File: src/rtl/call_stack_mem.sv
// Return-address storage: DEPTH x NBITS, one synchronous write port and one
// asynchronous read port. Contents are not reset; the caller masks stale data.
module call_stack_mem #(
  parameter int NBITS = 8,
  parameter int DEPTH = 8,
  parameter int AW    = $clog2(DEPTH)
) (
  input  logic             clk,
  input  logic             we,
  input  logic [AW-1:0]    waddr,
  input  logic [NBITS-1:0] wdata,
  input  logic [AW-1:0]    raddr,
  output logic [NBITS-1:0] rdata
);

  logic [NBITS-1:0] mem [DEPTH];

  // Write the selected entry on the rising edge
  always_ff @(posedge clk) begin
    if (we) mem[waddr] <= wdata;
  end

  assign rdata = mem[raddr];

endmodule

File: src/rtl/call_stack.sv
// Hardware call stack for return addresses. Supports call (push), return
// (pop) and tail-call (push+pop) with zero-cycle return latency: dout shows
// the top entry combinationally so the PC can load it in the pop cycle.
module call_stack #(
  parameter int NBITS = 8,
  parameter int DEPTH = 8
) (
  input  logic                     clk,
  input  logic                     rst,
  input  logic                     push,
  input  logic                     pop,
  input  logic                     clr,
  input  logic [NBITS-1:0]         din,
  output logic [NBITS-1:0]         dout,
  output logic [$clog2(DEPTH):0]   cnt,
  output logic                     empty,
  output logic                     full,
  output logic                     ovf,
  output logic                     udf
);

  localparam int AW = $clog2(DEPTH);
  localparam logic [AW:0] CNT_MAX = (AW+1)'(DEPTH);

  logic [AW:0]      cnt_nxt;
  logic             we;
  logic [AW-1:0]    waddr;
  logic [AW-1:0]    top;
  logic [NBITS-1:0] rdata;
  logic             ovf_set;
  logic             udf_set;

  assign empty = (cnt == '0);
  assign full  = (cnt == CNT_MAX);

  // Index of the current top entry; only meaningful when not empty.
  assign top  = AW'(cnt - 1'b1);
  assign dout = empty ? '0 : rdata;

  // Decode push/pop into the write strobe, write slot, next count and flag sets
  always_comb begin
    cnt_nxt = cnt;
    we      = 1'b0;
    waddr   = '0;
    ovf_set = 1'b0;
    udf_set = 1'b0;
    unique case ({push, pop})
      2'b10: begin
        if (full) begin
          ovf_set = 1'b1;
        end else begin
          we      = 1'b1;
          waddr   = AW'(cnt);
          cnt_nxt = cnt + 1'b1;
        end
      end
      2'b01: begin
        if (empty) udf_set = 1'b1;
        else       cnt_nxt = cnt - 1'b1;
      end
      2'b11: begin
        // Tail-call replaces the top in place; on an empty stack the pop
        // underflows but the push still lands in slot 0.
        we = 1'b1;
        if (empty) begin
          udf_set = 1'b1;
          waddr   = '0;
          cnt_nxt = (AW+1)'(1);
        end else begin
          waddr   = top;
        end
      end
      default: ;
    endcase
  end

  // Count and sticky flags; a new violation wins over clr in the same cycle
  always_ff @(posedge clk or posedge rst) begin
    if (rst) begin
      cnt <= '0;
      ovf <= 1'b0;
      udf <= 1'b0;
    end else begin
      cnt <= cnt_nxt;
      ovf <= ovf_set | (ovf & ~clr);
      udf <= udf_set | (udf & ~clr);
    end
  end

  call_stack_mem #(.NBITS(NBITS), .DEPTH(DEPTH), .AW(AW)) u_mem (
    .clk   (clk),
    .we    (we),
    .waddr (waddr),
    .wdata (din),
    .raddr (top),
    .rdata (rdata)
  );

endmodule

File: config.mk
export PLATFORM = sky130hd
export DESIGN_NAME = call_stack
export DESIGN_NICKNAME = d
export VERILOG_FILES = /design/src/rtl/call_stack_mem.sv /design/src/rtl/call_stack.sv
export SDC_FILE = /design/constraint.sdc
export NUM_CORES = 1
export LEC_CHECK = 0
export CORE_AREA = 2 2 73 93
export DETAILED_ROUTE_END_ITERATION = 8
export DIE_AREA = 0 0 75 95
export PLACE_DENSITY = 0.79
export SKIP_LAST_GASP = 1
export SLEW_MARGIN = 10
export SYNTH_ARGS = -nofsm -noshare
export SYNTH_HDL_FRONTEND = slang
export SYNTH_SLANG_ARGS = --single-unit
File: constraint.sdc
create_clock -name clk -period 2.9 [get_ports clk]
set_clock_uncertainty 0.1 [all_clocks]
set_input_delay 0.29 -clock clk [delete_from_list [all_inputs] [get_ports clk]]
set_output_delay 0.29 -clock clk [all_outputs]
set_load 0.02 [all_outputs]
==> metrics, run 1 <==
status=finished, final reports clean; Logic pwr share=47.0%; Die Area=7130 um^2; synth-to-layout area growth=23.9%; multiplexer share of the synthesized area=11.6%; IO Pins=29; Die Span Y=95 um; synthesized flop and latch total=70; Worst setup SP type=flop; synth warn=0; clk slew on worst S/H paths=0.08 ns; antenna cells=0; main combinational cell family by area after synthesis=multiplexers; CP Cell Sequence=inv_1 > ha_4 > buf_12 > mux4_2 > o21ai_0 > nand2_1 > clkdlybuf4s50_1; CTS tree=built; max-slew violations=0; sequential cell area fraction in the yosys report=66.5%; Routed WL=6890 um; Starting Density=49.3%; Clock power frac=19.7%; CP Class=flop to output pin; total track usage=21.4%; setup bufs post-CTS=0; maximum VDD drop=0.597 mV; H-tree level count=3; share of power burned in registers=33.3%; vias in the first global route=2,026; RSZ-0062 raised after global routing=yes; synth unique cells=38; max_slew headroom=65.6%; CP max FO=16; gr ovfl total=0; post-DP HPWL=4540 um; critical path required time=2.51 ns; final setup fails=0; Psw=1.39 mW; Routed Antenna Nets=0; switching fraction of total power=35.7%; fmax=355 MHz; DR WL/cell=20.0 um; Power Dens Cells=1000 nW/um^2; Worst-Margin Slew=0.516 ns; via count=1,983; worst-skew pair later-pin latency=0.34 ns; root buffer cell=clkbuf_8; Simple-Gate Fraction of Synth Area=7.79%; Int Power=2.49 mW; Initial DRT Pass Iterations=4; Worst Hold Class=input pin to asynchronous set/reset pin; hold_buf cts=0; Num CTS Buffers=9; Max-Cap Viols=0; initial DRC count=207; Final Power=3.88 mW; largest net degree at the start of global routing=29; number of antenna violations at the first check in global routing=0; CP max stage delay=0.54 ns; global-route wire length before repair=10,600 um; clk buf depth=2; DR DRC count=0; GPL Wtd Cong=0.938; slowest cell on the critical path=clkdlybuf4s50_1; xor/xnor cell area share of the yosys netlist=0%; post-route minimum period=2.81 ns; minimum hold slack=0.0796 ns; fin crit share=97.0%; I/O Buffers=28; Syn Nets=221; Arrival @ worst endpoint=2.42 ns; CTS sink cnt=70; Die W=75 um; share of cells above drive strength 1=23.3%; FP Rows=33; Post-Syn Instances=206; CP Capture Type=output pin; Core Footprint=6320 um^2; Synth Area in Compound Gates=10.8%; leakage=1.41 nW; vias per cell=5.76; Synth Area in Adders=0.803%; Synth Area per Inst=15.1 um^2; final net count=267; count of final hold-check violations=0; Post-Syn Area=3120 um^2
[metrics by stage]
| step | util (%) | worst slack (ns) | TNS (ns) | cells | area (um^2) |
|---|---|---|---|---|---|
| final | 61.1 | 0.0865 | 0 | 344 | 3860 |
| after global routing | 61.1 | -0.0483 | -0.0483 | 344 | 3860 |
| after CTS | 60.8 | 0.0511 | 0 | 344 | 3840 |
| after detailed placement | 57.5 | 0.254 | 0 | 328 | 3630 |
| after global placement | 57.5 | 0.259 | 0 | 328 | 3630 |
| after floorplan | - | 0.0274 | 0 | 206 | 3130 |
[cells by family after synthesis]
group	count (synthesis)
compound gates	52
fa+ha+maj	2
buf+inv	20
flops	70
mux	16
simple gates	46
[cell usage in the layout (no fill, tap or decap), types with 2 or more instances in the layout]
master,n
o32a_1,2
edfxtp_1,64
o22ai_1,4
clkinv_4,2
o21ai_0,24
a31oi_1,3
o211ai_1,2
buf_4,19
nand2b_1,6
nor2b_1,4
inv_1,6
mux4_2,16
clkbuf_8,9
nor2_1,5
a22o_1,2
and2_1,6
dfrtp_1,5
dlymetal6s2s_1,6
a21oi_1,2
clkdlybuf4s50_1,21
a211oi_1,2
nand2_1,16
[final cells by class]
type	count	area [um^2]
fillers	469	2460
flip-flops and latches	70	2070
multi-input cells	116	991
repair buffers	49	468
clock buffers	9	124
well taps	87	109
clock inverters	7	72.6
inverters	6	22.5
[synth_stat cells (all sizes together)]
| library cell | number | area [um^2] |
|---|---|---|
| a211oi | 2 | 15.0 |
| nand4 | 1 | 6.26 |
| o32a | 2 | 20.0 |
| nand2b | 6 | 37.5 |
| ha | 2 | 25.0 |
| and2 | 6 | 37.5 |
| nor2 | 6 | 22.5 |
| a22oi | 1 | 7.51 |
| edfxtp | 64 | 1920 |
| a221oi | 1 | 8.76 |
| nand3 | 1 | 5.00 |
| o221ai | 1 | 8.76 |
| o22a | 1 | 8.76 |
| o221a | 1 | 11.3 |
| o21ai | 24 | 120 |
| a21oi | 2 | 10.0 |
| nor3 | 3 | 20.0 |
| buf | 4 | 20.0 |
| nor3b | 2 | 20.0 |
| a31oi | 3 | 18.8 |
| a22o | 2 | 17.5 |
| inv | 6 | 22.5 |
| mux4 | 16 | 360 |
| o21bai | 1 | 7.51 |
| o22ai | 4 | 25.0 |
| a221o | 1 | 10.0 |
| clkbuf | 10 | 37.5 |
| and3b | 1 | 8.76 |
| o31ai | 1 | 7.51 |
| a21boi | 1 | 7.51 |
| o32ai | 1 | 8.76 |
| dfrtp | 6 | 150 |
| o211ai | 2 | 15.0 |
| nand2 | 16 | 60.1 |
| nor2b | 4 | 25.0 |
| a21o | 1 | 7.51 |
[routing by layer]
layer / vias to the layer above / part of all wire (%) / global-route usage, % / wire length [um]
met5: - / 0 / 0 / 0
met2: 73 / 51 / 33.9 / 3530
met1: 988 / 40 / 26.4 / 2790
met4: 0 / 3.0 / 10.7 / 208
met3: 21 / 5.3 / 6.19 / 367
li1: 901 / - / - / -
[what timing repair did]
action	in CTS	in global routing
setup endpoints to repair	8	7
resized for setup	3	8
cloned	0	0
[power by group through the flow]
stage / clock [mW] / sequential (mW) / combinational, mW
finish: 0.764 / 1.29 / 1.82
global route: 0.830 / 1.30 / 1.96
CTS: 0.781 / 1.29 / 1.85
detailed placement: 0 / 1.31 / 1.82
global placement: 0 / 1.30 / 1.81
floorplan: 0 / 1.34 / 1.07
[registers in the layout, indices dropped and copies added (netlist names)]
signal     cells
cnt            4
ovf            1
u_mem.mem     64
udf            1
[critical path, delay by kind of cell, from the launching register on]
kind                       cells  cell delay [ns]
and+or+nand+nor                1             0.08
AOI/OAI and AO/OA              1             0.10
DFF                            1             0.43
muxes                          1             0.31
adders and majority gates      1             0.32
buffers and inverters          3             0.83
[worst paths after layout]
| kind | start | endpoint | slack [ns] | cells past startpoint |
|---|---|---|---|---|
| worst min register to register | ovf | ovf | 0.42 | 1 |
| worst max-delay path | cnt[1] | dout[7] | 0.09 | 7 |
| worst min-delay path | rst | cnt[0] | 0.08 | 2 |
| min in group clk | ovf | ovf | 0.42 | 1 |
| worst max register to register | cnt[1] | u_mem.mem[2][4] | 0.47 | 7 |
| max in group asynchronous | rst | cnt[1] | 2.39 | 2 |
Note: power is estimated with default switching activity, not from simulation.
==> inputs of run 2 (changes only) <==
Settings changed: ABC_CLOCK_PERIOD_IN_PS set to 2900, PLACE_DENSITY 0.79 to 0.74.
==> metrics, run 2 (synthesis results as in run 1) <==
minimum hold slack=0.0767 ns; Regs by FF count=u_mem.mem (64), cnt (4); DR DRC count=0; Int Power=2.46 mW; Worst-Margin Slew=0.550 ns; slowest cell on the critical path=clkdlybuf4s50_1; gr ovfl total=0; pre-CTS setup slack=0.106 ns; post-route setup TNS=0 ns; vias in the first global route=1,979; maximum VDD drop=0.626 mV; post-DP HPWL=4440 um; share of cells above drive strength 1=20.8%; register area=2070 um^2; setup bufs post-CTS=0; GR Layer Usage met3=4.38%; fmax=360 MHz; Core Footprint=6320 um^2; number of antenna violations at the first check in global routing=0; share of power burned in registers=34.1%; largest net degree at the start of global routing=29; met2 Use GR=34.2%; post-route minimum period=2.78 ns; hold_buf cts=0; critical path required time=2.51 ns; FP Rows=33; commonest non-fill, non-tap cell in the layout=edfxtp_1; IO Pins=29; Arrival @ worst endpoint=2.39 ns; Layout fillers=488; most flop-heavy register=u_mem.mem; via count=1,947; Die Area=7130 um^2; global-route wire length before repair=10,300 um; most frequent cells in the layout=edfxtp_1, clkdlybuf4s50_1, o21ai_0, nand2_1, mux4_2; root buffer cell=clkbuf_8; Final Util=59.8%; worst-skew pair later-pin latency=0.34 ns; count of final hold-check violations=0; leakage=1.29 nW; vias per cell=5.78; worst setup margin=0.118 ns; Power Dens Cells=1000 nW/um^2; status=finished, final reports clean; final setup fails=0; max_slew headroom=63.0%; Die Span Y=95 um; initial DRC count=129; CP Class=flop to output pin; Num CTS Buffers=9; I/O Buffers=28; switching fraction of total power=35.1%; CP max FO=8; final net count=260; max-slew violations=0; antenna cells=0; Max-Cap Viols=0; fin crit share=95.9%; Worst Hold Class=input pin to asynchronous set/reset pin; CTS resizes=3; Routed WL=6540 um; Routed Antenna Nets=0; synth-to-layout area growth=21.2%; clk slew on worst S/H paths=0.07 ns; RSZ-0062 raised after global routing=no; CP Cell Sequence=inv_1 > ha_4 > and3b_2 > buf_4 > o21ai_0 > nand2_1 > clkdlybuf4s50_1; CP max stage delay=0.61 ns; Logic pwr share=46.4%; CTS sink cnt=70; DR WL/cell=19.4 um; Initial DRT Pass Iterations=4; total track usage=20.9%; Clock power frac=19.6%; GPL Wtd Cong=0.856; Die W=75 um; max reg flops=64; met1 Usage GRT=25.5%; CTS tree=built; CP Capture Type=output pin; Worst setup SP type=flop; global routing's busiest layer=met2; Starting Density=49.3%; H-tree level count=3; clk buf depth=2; multi-input logic area=995 um^2; Psw=1.33 mW
==> run 2: worst max-delay path: cells and delay by family, from the launching register on <==
family                     cells  cell delay, ns
buffers and inverters          3            0.99
DFF                            1            0.39
and+or+nand+nor                2            0.39
adders and majority gates      1            0.16
AOI/OAI and AO/OA              1            0.13
==> run 2: per-layer routing <==
metal  wire, um  up-vias  part of all wire (%)
met5          0        -                     0
met4        163        0                   2.5
met3        338       13                   5.2
met2       3500       71                    54
met1       2540      969                    39
li1           -      894                     -
==> run 2: path summary, 6_finish.rpt <==
path,start,endpoint,slack [ns],depth (start not counted)
worst max-delay path,cnt[0],dout[4],0.12,7
worst min-delay path,rst,cnt[3],0.08,2
min in group clk,udf,udf,0.41,1
worst min register to register,udf,udf,0.41,1
worst max register to register,cnt[0],u_mem.mem[2][1],0.35,6
max in group asynchronous,rst,cnt[0],2.40,2
==> run 2: layout make-up <==
class / count / share of cell area [%]
clock buffer: 9 / 3.28
inverter: 6 / 0.597
timing repair buffer: 42 / 10.3
tap: 87 / 2.88
multi-input combinational: 116 / 26.4
sequential: 70 / 54.9
clock inverter: 7 / 1.69
==> run 2: power groups by stage <==
stage | clock (mW) | sequential (mW) | combinational, mW
CTS | 0.761 | 1.29 | 1.77
floorplan | 0 | 1.34 | 1.07
finish | 0.741 | 1.29 | 1.76
global placement | 0 | 1.30 | 1.72
detailed placement | 0 | 1.31 | 1.73
global route | 0.807 | 1.30 | 1.90
==> run 2: through the flow <==
stage	instances	power, mW	cell area [um^2]
global route	337	4.01	3770
floorplan	206	2.40	3130
global placement	321	3.02	3570
finish	337	3.79	3770
detailed placement	321	3.04	3570
CTS	337	3.82	3770
